`src/rtl/uart_pkg.sv`:
```
// Shared types and constants for the UART receive path: entry layout,
// controller states, trigger levels and the character-timeout multiplier.
package uart_pkg;

  localparam int DEPTH_DEF = 16;
  localparam int TO_MULT   = 64;
  localparam int TO_W      = 10;

  localparam logic [4:0] TRIG_T0 = 5'd1;
  localparam logic [4:0] TRIG_T1 = 5'd4;
  localparam logic [4:0] TRIG_T2 = 5'd8;
  localparam logic [4:0] TRIG_T3 = 5'd14;

  typedef struct packed {
    logic       bi;
    logic       fe;
    logic       pe;
    logic [7:0] data;
  } rx_entry_t;

  typedef enum logic [1:0] {
    ST_EMPTY   = 2'd0,
    ST_PARTIAL = 2'd1,
    ST_FULL    = 2'd2
  } rx_state_t;

  function automatic logic [4:0] trig_threshold(input logic [1:0] sel);
    logic [4:0] t;
    case (sel)
      2'b00:   t = TRIG_T0;
      2'b01:   t = TRIG_T1;
      2'b10:   t = TRIG_T2;
      default: t = TRIG_T3;
    endcase
    return t;
  endfunction

endpackage

```
`src/rtl/uart_rx_fifo_ctrl_if.sv`:
```
// Receiver/host-side signal bundle of the receive FIFO controller.
interface uart_rx_fifo_ctrl_if #(parameter int DEPTH = 16);

  localparam int LW = $clog2(DEPTH) + 1;

  // push and pop are single-cycle strobes with no back-pressure: a push into a
  // full queue is dropped and reported through oe, a pop at empty is ignored.
  logic          push;
  logic [7:0]    din;
  logic          pe_in;
  logic          fe_in;
  logic          bi_in;
  logic          pop;
  logic          lsr_rd;
  logic [7:0]    dout;
  logic          pe;
  logic          fe;
  logic          bi;
  logic          dr;
  logic          oe;
  logic          rx_err;
  logic          rda_int;
  logic          cto_int;
  logic [LW-1:0] level;

  modport master (
    output push, din, pe_in, fe_in, bi_in, pop, lsr_rd,
    input  dout, pe, fe, bi, dr, oe, rx_err, rda_int, cto_int, level
  );

  modport slave (
    input  push, din, pe_in, fe_in, bi_in, pop, lsr_rd,
    output dout, pe, fe, bi, dr, oe, rx_err, rda_int, cto_int, level
  );

endinterface

```
`src/rtl/uart_fifo_mem.sv`:
```
// Receive FIFO storage: DEPTH x 11-bit array, synchronous write, asynchronous read.
module uart_fifo_mem
  import uart_pkg::*;
#(
  parameter int DEPTH = DEPTH_DEF,
  parameter int AW    = $clog2(DEPTH)
) (
  input  logic          clk,
  input  logic          we,
  input  logic [AW-1:0] waddr,
  input  rx_entry_t     wdata,
  input  logic [AW-1:0] raddr,
  output rx_entry_t     rdata
);

  rx_entry_t mem [DEPTH];

  always_ff @(posedge clk) begin
    if (we) mem[waddr] <= wdata;
  end

  assign rdata = mem[raddr];

endmodule

```
`src/rtl/uart_rx_fifo_ctrl.sv`:
```
// 16550-style receive FIFO controller: pointers, level, sticky overrun,
// error summary, trigger-level and character-timeout interrupts.
module uart_rx_fifo_ctrl
  import uart_pkg::*;
#(
  parameter int DEPTH  = DEPTH_DEF,
  parameter int TRIG_W = 2
) (
  input  logic              clk,
  input  logic              rst,
  input  logic              baud_pulse,
  input  logic              fifo_en,
  input  logic              fifo_clr,
  input  logic [TRIG_W-1:0] trig_lvl,
  input  logic [1:0]        wls,
  input  logic              pen,
  input  logic              stb,
  uart_rx_fifo_ctrl_if.slave bus,
  output rx_state_t         state_dbg
);

  localparam int AW = $clog2(DEPTH);
  localparam int LW = AW + 1;

  rx_state_t       state_q, next_state;
  logic [AW-1:0]   wptr_q, rptr_q;
  logic [LW-1:0]   level_q, level_nxt, cap;
  logic [DEPTH-1:0] err_q;
  logic            fifo_en_q, oe_q, cto_q;
  logic [TO_W-1:0] cnt_q, cnt_nxt, to_thr;
  logic            empty_s, full_s, flush;
  logic            do_push, do_pop, overrun;
  logic            cnt_clr, cnt_inc, cto_set;
  rx_entry_t       wr_entry, head;

  // Toggling FIFO mode discards the queue exactly like an FCR1 flush.
  assign flush = fifo_clr | (fifo_en != fifo_en_q);
  assign cap   = fifo_en ? LW'(DEPTH) : LW'(1);

  // A pop frees the slot first, so a full queue still accepts a same-cycle push.
  assign do_pop  = bus.pop & ~empty_s & ~flush;
  assign do_push = bus.push & ~flush & (~full_s | do_pop);
  assign overrun = bus.push & ~flush & full_s & ~do_pop;

  assign wr_entry = rx_entry_t'({bus.bi_in, bus.fe_in, bus.pe_in, bus.din});

  uart_fifo_mem #(.DEPTH(DEPTH), .AW(AW)) u_mem (
    .clk   (clk),
    .we    (do_push),
    .waddr (wptr_q),
    .wdata (wr_entry),
    .raddr (rptr_q),
    .rdata (head)
  );

  always_comb begin
    level_nxt = level_q + LW'(do_push) - LW'(do_pop);
    if (flush) level_nxt = '0;
  end

  // State register
  always_ff @(posedge clk or posedge rst) begin
    if (rst) state_q <= ST_EMPTY;
    else     state_q <= next_state;
  end

  // Next-state: classification of the upcoming level against capacity
  always_comb begin
    next_state = ST_PARTIAL;
    if (level_nxt == '0)      next_state = ST_EMPTY;
    else if (level_nxt == cap) next_state = ST_FULL;
  end

  // Outputs
  always_comb begin
    empty_s     = (state_q == ST_EMPTY);
    full_s      = (state_q == ST_FULL);
    bus.dout    = empty_s ? 8'h00 : head.data;
    bus.pe      = ~empty_s & head.pe;
    bus.fe      = ~empty_s & head.fe;
    bus.bi      = ~empty_s & head.bi;
    bus.dr      = ~empty_s;
    bus.oe      = oe_q;
    bus.rx_err  = |err_q;
    bus.cto_int = cto_q;
    bus.level   = level_q;
    bus.rda_int = fifo_en ? (32'(level_q) >= 32'(trig_threshold(2'(trig_lvl)))) : ~empty_s;
    state_dbg   = state_q;
  end

  always_ff @(posedge clk or posedge rst) begin
    if (rst) begin
      wptr_q    <= '0;
      rptr_q    <= '0;
      level_q   <= '0;
      fifo_en_q <= 1'b0;
    end else begin
      fifo_en_q <= fifo_en;
      level_q   <= level_nxt;
      if (flush) begin
        wptr_q <= '0;
        rptr_q <= '0;
      end else begin
        if (do_push) wptr_q <= wptr_q + AW'(1);
        if (do_pop)  rptr_q <= rptr_q + AW'(1);
      end
    end
  end

  // One error flag per slot; set after clear so a full push+pop on the same slot keeps the new flag.
  always_ff @(posedge clk or posedge rst) begin
    if (rst) begin
      err_q <= '0;
    end else if (flush) begin
      err_q <= '0;
    end else begin
      if (do_pop)  err_q[rptr_q] <= 1'b0;
      if (do_push) err_q[wptr_q] <= bus.bi_in | bus.fe_in | bus.pe_in;
    end
  end

  always_ff @(posedge clk or posedge rst) begin
    if (rst)             oe_q <= 1'b0;
    else if (overrun)    oe_q <= 1'b1;
    else if (bus.lsr_rd) oe_q <= 1'b0;
  end

  // Four character times: 16 ticks/bit * 4 chars * (start + data + parity + stop bits).
  assign to_thr  = TO_W'(TO_MULT) * (TO_W'(7) + TO_W'(wls) + TO_W'(pen) + TO_W'(stb));
  assign cnt_clr = bus.push | bus.pop | flush | empty_s;
  assign cnt_inc = baud_pulse & fifo_en & ~empty_s & (cnt_q < to_thr);
  assign cnt_nxt = cnt_inc ? cnt_q + TO_W'(1) : cnt_q;
  assign cto_set = ~cnt_clr & fifo_en & (cnt_nxt >= to_thr);

  always_ff @(posedge clk or posedge rst) begin
    if (rst)          cnt_q <= '0;
    else if (cnt_clr) cnt_q <= '0;
    else              cnt_q <= cnt_nxt;
  end

  always_ff @(posedge clk or posedge rst) begin
    if (rst)                           cto_q <= 1'b0;
    else if (bus.push | bus.pop | flush) cto_q <= 1'b0;
    else if (cto_set)                  cto_q <= 1'b1;
  end

endmodule

```
`src/flat_wrapper.sv`:
```
// flat-port wrapper written by rule: the top's interface ports become plain ports
module uart_rx_fifo_ctrl_flat import uart_pkg::*;
#(
  parameter int DEPTH  = DEPTH_DEF,
  parameter int TRIG_W = 2
)
  (clk, rst, baud_pulse, fifo_en, fifo_clr, trig_lvl, wls, pen, stb, state_dbg, bus_push, bus_din, bus_pe_in, bus_fe_in, bus_bi_in, bus_pop, bus_lsr_rd, bus_dout, bus_pe, bus_fe, bus_bi, bus_dr, bus_oe, bus_rx_err, bus_rda_int, bus_cto_int, bus_level);
  uart_rx_fifo_ctrl_if #(.DEPTH(DEPTH)) bus_i ();
  input  logic clk;
  input  logic rst;
  input  logic baud_pulse;
  input  logic fifo_en;
  input  logic fifo_clr;
  input  logic [TRIG_W-1:0] trig_lvl;
  input  logic [1:0] wls;
  input  logic pen;
  input  logic stb;
  output rx_state_t state_dbg;
  input wire logic [$bits(bus_i.push)-1:0] bus_push;
  input wire logic [$bits(bus_i.din)-1:0] bus_din;
  input wire logic [$bits(bus_i.pe_in)-1:0] bus_pe_in;
  input wire logic [$bits(bus_i.fe_in)-1:0] bus_fe_in;
  input wire logic [$bits(bus_i.bi_in)-1:0] bus_bi_in;
  input wire logic [$bits(bus_i.pop)-1:0] bus_pop;
  input wire logic [$bits(bus_i.lsr_rd)-1:0] bus_lsr_rd;
  output wire logic [$bits(bus_i.dout)-1:0] bus_dout;
  output wire logic [$bits(bus_i.pe)-1:0] bus_pe;
  output wire logic [$bits(bus_i.fe)-1:0] bus_fe;
  output wire logic [$bits(bus_i.bi)-1:0] bus_bi;
  output wire logic [$bits(bus_i.dr)-1:0] bus_dr;
  output wire logic [$bits(bus_i.oe)-1:0] bus_oe;
  output wire logic [$bits(bus_i.rx_err)-1:0] bus_rx_err;
  output wire logic [$bits(bus_i.rda_int)-1:0] bus_rda_int;
  output wire logic [$bits(bus_i.cto_int)-1:0] bus_cto_int;
  output wire logic [$bits(bus_i.level)-1:0] bus_level;
  assign bus_i.push = bus_push;
  assign bus_i.din = bus_din;
  assign bus_i.pe_in = bus_pe_in;
  assign bus_i.fe_in = bus_fe_in;
  assign bus_i.bi_in = bus_bi_in;
  assign bus_i.pop = bus_pop;
  assign bus_i.lsr_rd = bus_lsr_rd;
  assign bus_dout = bus_i.dout;
  assign bus_pe = bus_i.pe;
  assign bus_fe = bus_i.fe;
  assign bus_bi = bus_i.bi;
  assign bus_dr = bus_i.dr;
  assign bus_oe = bus_i.oe;
  assign bus_rx_err = bus_i.rx_err;
  assign bus_rda_int = bus_i.rda_int;
  assign bus_cto_int = bus_i.cto_int;
  assign bus_level = bus_i.level;
  uart_rx_fifo_ctrl #(.DEPTH(DEPTH), .TRIG_W(TRIG_W)) u_core (.clk(clk), .rst(rst), .baud_pulse(baud_pulse), .fifo_en(fifo_en), .fifo_clr(fifo_clr), .trig_lvl(trig_lvl), .wls(wls), .pen(pen), .stb(stb), .bus(bus_i), .state_dbg(state_dbg));
endmodule
```
`config.mk`:
```
export PLATFORM = sky130hd
export DESIGN_NAME = uart_rx_fifo_ctrl_flat
export DESIGN_NICKNAME = d
export VERILOG_FILES = /design/src/rtl/uart_pkg.sv /design/src/rtl/uart_rx_fifo_ctrl_if.sv /design/src/rtl/uart_fifo_mem.sv /design/src/rtl/uart_rx_fifo_ctrl.sv /design/src/flat_wrapper.sv
export SDC_FILE = /design/constraint.sdc
export NUM_CORES = 1
export LEC_CHECK = 0
export ABC_CLOCK_PERIOD_IN_PS = 3850
export CORE_ASPECT_RATIO = 0.9
export CORE_UTILIZATION = 45
export DETAILED_ROUTE_END_ITERATION = 8
export GPL_ROUTABILITY_DRIVEN = 0
export PLACE_DENSITY_LB_ADDON = 0.15
export SETUP_SLACK_MARGIN = 0.2
export SLEW_MARGIN = 20
export SYNTH_ARGS = -nofsm -noshare
export SYNTH_HDL_FRONTEND = slang
export SYNTH_SLANG_ARGS = --single-unit
export TNS_END_PERCENT = 100
```
`constraint.sdc`:
```
create_clock -name clk -period 3.85 [get_ports clk]
set_input_delay 0.5775 -clock clk [delete_from_list [all_inputs] [get_ports clk]]
set_output_delay 0.5775 -clock clk [all_outputs]
set_load 0.05 [all_outputs]
```
# Yosys cells after proc, flatten, opt, wreduce, memory -nomap -nowiden
# Memory sizes are Yosys's and may differ from the RTL's.
# Index checks and enable logic that the tools add are counted.
word_totals:
  reg_bits: 44
  mem_bits_rw: 176
  out_inout_bits: 23
  memories: 1
classes:
  add_sub_neg: 8
  n_lt_le_gt_ge: 7
  eq_ne: 5
  muxes: 28
  n_bitwise: 28
  n_reduce_logical: 10
mem_list:
  columns: ["name", "depth", "width", "rd", "rd_ports_with_merged_regs", "write_ports", "line", "source"]
  rows:
  - ["u_core.u_mem.mem", 16, 11, 1, 0, 1, "uart_fifo_mem.sv:16", "rx_entry_t mem [DEPTH];"]
ops:
  columns: ["cell", "count"]
  rows:
  - ["2-to-1 mux 16 bit", 4]
  - ["2-to-1 mux 10 bit", 2]
  - ["bitwise AND 16 bit", 1]
  - ["bitwise mux 16 bit", 1]
  - ["2-to-1 mux 4 bit", 4]
  - ["inverter 16 bit", 1]
  - ["OR reduction 16 bit", 1]
  - ["bitwise AND 1 bit", 14]
  - ["one-hot mux 4 bit (3 select lines)", 1]
  - ["adder 10 x 1 -> 10 bit (second input constant)", 1]
  - ["greater-or-equal comparator 10 bit", 1]
  - ["< comparator 10 bit", 1]
  - ["< comparator 4 x 5 -> 1 bit (second input constant)", 2]
  - ["2-to-1 mux 5 bit", 2]
  - ["2-to-1 mux 1 bit", 9]
  - ["adder 4 x 1 -> 4 bit", 2]
  - ["adder 4 x 1 -> 4 bit (second input constant)", 2]
  - ["demux 1 bit (select 4 bit)", 2]
  - ["greater-or-equal comparator 4 x 1 -> 1 bit (second input constant)", 2]
  - ["2-to-1 mux 8 bit", 1]
  - ["nonzero test 2 bit", 4]
  - ["OR 1 bit", 7]
  - ["adder 5 x 1 -> 5 bit", 1]
  - ["== test 5 bit", 1]
  - ["other kinds (11)", 19]

# Longest topological paths before layout
logic_depth:
  word_depth: 12
  mapped_depth: 18

# Cells and area by module
# From an unflattened synthesis, not the netlist that was laid out.
unflattened:
  cells_unflattened: 643
  area_unflattened_um2: 9818.2
by_module_without_submodules:
  columns: ["mod", "n_inst", "cells_each", "area_per_inst_um2"]
  rows:
  - ["uart_fifo_mem", 1, 294, 6819.0]
  - ["uart_rx_fifo_ctrl", 1, 349, 2999.1]

# Worst setup path before layout
# No wires, ideal clock.
synth_path:
  path_type: "in2reg"
  startpoint: "in wls[0]"
  endpoint: "reg u_core.cto_q, in the netlist u_core.bus.cto_int"
  t_arrival_ns: 3.913
  setup_slack_ns: -0.156
  path_stages: 17
  n_path_buf: 1
  cell_sequence: "inv_1 ha_1 inv_1 ha_1 inv_1 fa_1 ha_1 a211oi_2 nor4b_4 buf_6 nor4b_2 xnor2_1 ha_1 nand4b_1 a2111oi_2 o211ai_2 a221oi_2"
synth_via:
  elab_chain_cells: 9
synth_lines:
  columns: ["element", "line", "source"]
  rows:
  - ["from (decl)", "flat_wrapper.sv:15", "input logic [1:0] wls;"]
  - ["adder 3 x 2 -> 4 bit (*)", "uart_rx_fifo_ctrl.sv:129", "assign to_thr = TO_W'(TO_MULT) * (TO_W'(7) + TO_W'(wls) + TO_W'(pen) + TO_W'(stb));"]
  - ["adder 4 x 1 -> 4 bit (*) (2 in series)", "uart_rx_fifo_ctrl.sv:129", null]
  - ["< comparator 10 bit", "uart_rx_fifo_ctrl.sv:131", "assign cnt_inc = baud_pulse & fifo_en & ~empty_s & (cnt_q < to_thr);"]
  - ["bitwise AND 1 bit", "uart_rx_fifo_ctrl.sv:131", null]
  - ["2-to-1 mux 10 bit", "uart_rx_fifo_ctrl.sv:132", "assign cnt_nxt = cnt_inc ? cnt_q + TO_W'(1) : cnt_q;"]
  - ["greater-or-equal comparator 10 bit (*)", "uart_rx_fifo_ctrl.sv:133", "assign cto_set = ~cnt_clr & fifo_en & (cnt_nxt >= to_thr);"]
  - ["bitwise AND 1 bit (*)", "uart_rx_fifo_ctrl.sv:133", null]
  - ["nonzero test 2 bit (no source line) (*)", null, null]
  - ["to (signal assigned)", "uart_rx_fifo_ctrl.sv:142", "if (rst) cto_q <= 1'b0;"]
  - ["to (signal assigned)", "uart_rx_fifo_ctrl.sv:143", "else if (bus.push | bus.pop | flush) cto_q <= 1'b0;"]
  - ["to (signal assigned)", "uart_rx_fifo_ctrl.sv:144", "else if (cto_set) cto_q <= 1'b1;"]
  - ["to (decl)", "uart_rx_fifo_ctrl.sv:29", "logic fifo_en_q, oe_q, cto_q;"]
# Every way passes the cells marked *; elsewhere a longest branch is shown, timed or not.
# A chain may end at the register's enable or synchronous reset.

# Final worst setup path
layout_path:
  startpoint: "in stb"
  endpoint: "reg u_core.cto_q, in the netlist u_core.bus.cto_int"
layout_via:
  elab_chain_cells: 7
layout_lines:
  columns: ["element", "line", "source"]
  rows:
  - ["from (decl)", "flat_wrapper.sv:17", "input logic stb;"]
  - ["adder 4 x 1 -> 4 bit (*)", "uart_rx_fifo_ctrl.sv:129", null]
  - ["< comparator 10 bit", "uart_rx_fifo_ctrl.sv:131", null]
  - ["bitwise AND 1 bit", "uart_rx_fifo_ctrl.sv:131", null]
  - ["2-to-1 mux 10 bit", "uart_rx_fifo_ctrl.sv:132", null]
  - ["greater-or-equal comparator 10 bit (*)", "uart_rx_fifo_ctrl.sv:133", null]
  - ["bitwise AND 1 bit (*)", "uart_rx_fifo_ctrl.sv:133", null]
  - ["nonzero test 2 bit (no source line) (*)", null, null]
# Marks and branches as above.

==> summary.txt <==
vias in the first global route - 5505
initial antenna violation count - 0
Tcrit/Tclk final - 93.2%
area leader, netlist - edfxtp_1
CTS H-Tree Depth - 1
status - complete, no violations
Crit Path Max Fanout - 3
max frequency - 279 MHz
Logic pwr share - 9.8%
r2r endpoint - u_core.state_dbg[1]
Pint - 4.14 mW
fin nets - 726
r2r setup slk - 0.70 ns
post-route insts no fill - 977
mapped cell area - 9640 µm²
Final Core Density - 54.9%
VDD IR max - 0.000299 V
HP Class - primary input to asynchronous set/reset pin
first drt pass iteration count - 5
clk slew on worst S/H paths - 0.06 ns
core area - 20900 µm²
Syn Area/Cell - 16.3 µm²
placed cell areas - 10600 µm²
Post-DP HPWL - 12900 µm
met2 routed WL - 9870 µm
largest net degree at the start of global routing - 50
number of hold buffers added after cts - 0
Final Hold Fails - 0
Design Area, Final - 11500 µm²
Seq pwr share - 48.7%
register area share after synthesis - 66.3%
Hold WS - 0.454 ns
Layout Skew - 0.00786 ns
routed vias - 5440
CP endpoint kind - flip-flop
wl on met1 - 9430 µm
Final Max Tran Viols - 0
power density over the cells - 465 nW/µm²
GR Overflow Total - 0
ys async rst share - 20.0%
Diodes inserted - 0
worst skew pair latency - 0.50 ns
final wirelength - 20900 µm
Worst R2R Start - u_core.state_dbg[1]
Clock Tree Root - clkbuf_16
first-pass GRT wire length - 32400 µm
Main synth FF type - edfxtp_1
Reg2Reg Depth - 14
worst-case clock buffer depth - 3
Total GRT Usage - 19.9%
number of top-level pins - 48
placed instance count - 932
relative slew slack - 41.0%
Inserted Clock Buffers - 24
Synth cell types - 54
TritonCTS clock tree - yes
Via-to-Cell Ratio - 5.57
Site Rows - 50
WL/cell - 21.4 µm
top-count cell post-synth - edfxtp_1
Chip Width - 156 µm
Clock Sinks - 220
drc violations - 0
#FFs+latches synth - 220
Net Sw Frac - 22.5%
Setup crit end - u_core.bus.cto_int
RSZ-0062 raised after global routing - yes
synthesis warning total - 0
Psw - 1.20 mW
Die Y-Extent - 141 µm
Worst Path Required - 4.25 ns
DR WL met3 - 1200 µm
post-synthesis cell count - 592
share of the synthesized area in the top cell type - 54.8%
Max-Cap Viols - 0
syn nets - 645
die area - 22000 µm²
max layer used - met4
Post-synth EDFFs - 176
Slew @ Worst Pin - 0.880 ns
Tmin final - 3.59 ns
WS Path Type - primary input to flip-flop
share of layout cells above drive strength 1 - 22.3%
area growth from synthesis to layout - 19.0%
1st-iter DRT viols - 454
Routed Antenna Nets - 0
IO buf count - 47
Worst Setup SP - stb
Initial Util - 46.1%
commonest cells in the netlist - 176 x edfxtp_1, 55 x mux4_2, 47 x nand2_1, 44 x dfrtp_1, 31 x inv_1
CP Data Arrival Time - 3.99 ns
Final setup viols - 0
clock power share - 41.5%
static leakage - 3.96 nW
Area contributors post-synth - edfxtp_1 55%, mux4_2 13%, dfrtp_1 11%, ha_1 3.4%, nand2_1 1.8%
startpoint class of the critical path - primary input
[final cells by class]
| type | instances | area [µm²] |
|---|---|---|
| Timing Repair Buffer | 80 | 727 |
| Inverter | 35 | 146 |
| Clock buffer | 40 | 722 |
| Sequential cell | 220 | 6390 |
| Clock inverter | 4 | 46.3 |
| Fill cell | 1691 | 9430 |
| Tap cell | 286 | 358 |
| Multi-Input combinational cell | 312 | 3080 |
[cells in the final DEF, fill, tap and decap left out, drive strengths merged, types with 5 or more instances in the layout]
cell type      synthesis  final
edfxtp               176    176
mux4                  55     55
nand2                 47     47
dfrtp                 44     44
buf                    9     40
clkbuf                16     40
clkdlybuf4s50          0     33
inv                   31     30
ha                    26     26
nor2                  24     24
a21oi                 22     22
and2                  17     17
nor3                  12     12
xnor2                 12     12
nor4                  10     10
o211ai                10     10
o21ai                  9      9
nor2b                  8      8
clkinv                 4      7
nand2b                 6      6
xor2                   6      6
dlygate4sd2            0      6
or2                    5      5
[power groups by stage]
| stage | Sequential, mW | Combinational (mW) | Clock (mW) |
|---|---|---|---|
| 2_1_floorplan | 2.67 | 0.313 | 0 |
| 3_3_place_gp | 2.65 | 0.516 | 0 |
| 3_5_place_dp | 2.65 | 0.525 | 0 |
| 4_1_cts | 2.60 | 0.525 | 2.26 |
| 5_1_grt | 2.60 | 0.561 | 2.35 |
| 6_report | 2.60 | 0.522 | 2.21 |
[how the worst min path moves through the flow]
stage                    startpoint               to  slack, ns  cells past startpoint
floorplan           u_core.err_q[8]  u_core.err_q[8]       0.53                      2
global placement      u_core.bus.oe    u_core.bus.oe       0.52                      2
detailed placement    u_core.bus.oe    u_core.bus.oe       0.53                      2
CTS                             rst  u_core.cnt_q[1]       0.46                      2
global route                    rst  u_core.cnt_q[1]       0.52                      2
finish                          rst  u_core.cnt_q[8]       0.45                      2
[metrics by stage]
step	setup WS (ns)	TNS (ns)	power [mW]
finish	0.262	0	5.33
global route	0.109	0	5.51
CTS	0.0336	0	5.38
detailed placement	-0.794	-1.12	3.17
global placement	-0.683	-0.794	3.16
floorplan	0.0564	0	2.98
[registers in the layout, summed over array words and instances (netlist names)]
name,count
u_core.bus.level,5
u_core.wptr_q,4
u_core.state_dbg,2
u_core.u_mem.mem,176
u_core.bus.cto_int,1
u_core.rptr_q,4
u_core.cnt_q,10
u_core.fifo_en_q,1
u_core.bus.oe,1
u_core.err_q,16
[what timing repair did]
item | 4_1_cts | 5_1_grt
pin swaps | 8 | 11
setup buffers | 0 | 1
gates resized for setup | 11 | 16
setup endpoints to repair | 7 | 2
[routing by layer]
| layer | GRT usage (%) | up-vias |
|---|---|---|
| met3 | 2.55 | 36 |
| met2 | 31.3 | 186 |
| met4 | 5.06 | 0 |
| met1 | 29.5 | 2781 |
| li1 | - | 2437 |
| met5 | 0 | - |
[critical path, stage by stage]
cell       delay, ns
buf_8           0.09
inv_12          0.03
ha_4            0.22
inv_2           0.06
ha_4            0.12
inv_2           0.04
fa_2            0.60
ha_4            0.23
a211oi_4        0.27
nor4b_4         0.08
buf_4           0.16
nor4b_4         0.31
xnor2_2         0.12
ha_1            0.32
nand4b_1        0.14
a2111oi_4       0.23
o211ai_2        0.14
a221oi_2        0.26
[cells by family after synthesis]
kind of cell,after synthesis,share of synthesized area (%)
adder cells (fa/ha/maj),28,3.79
AND/OR/NAND/NOR,150,8.24
flip-flops,220,66.3
AO/OA/AOI/OAI,61,4.41
XOR/XNOR,18,1.71
multiplexers,55,12.9
buffers and inverters,60,2.73
No activity file was read; power rests on OpenSTA's default activity.
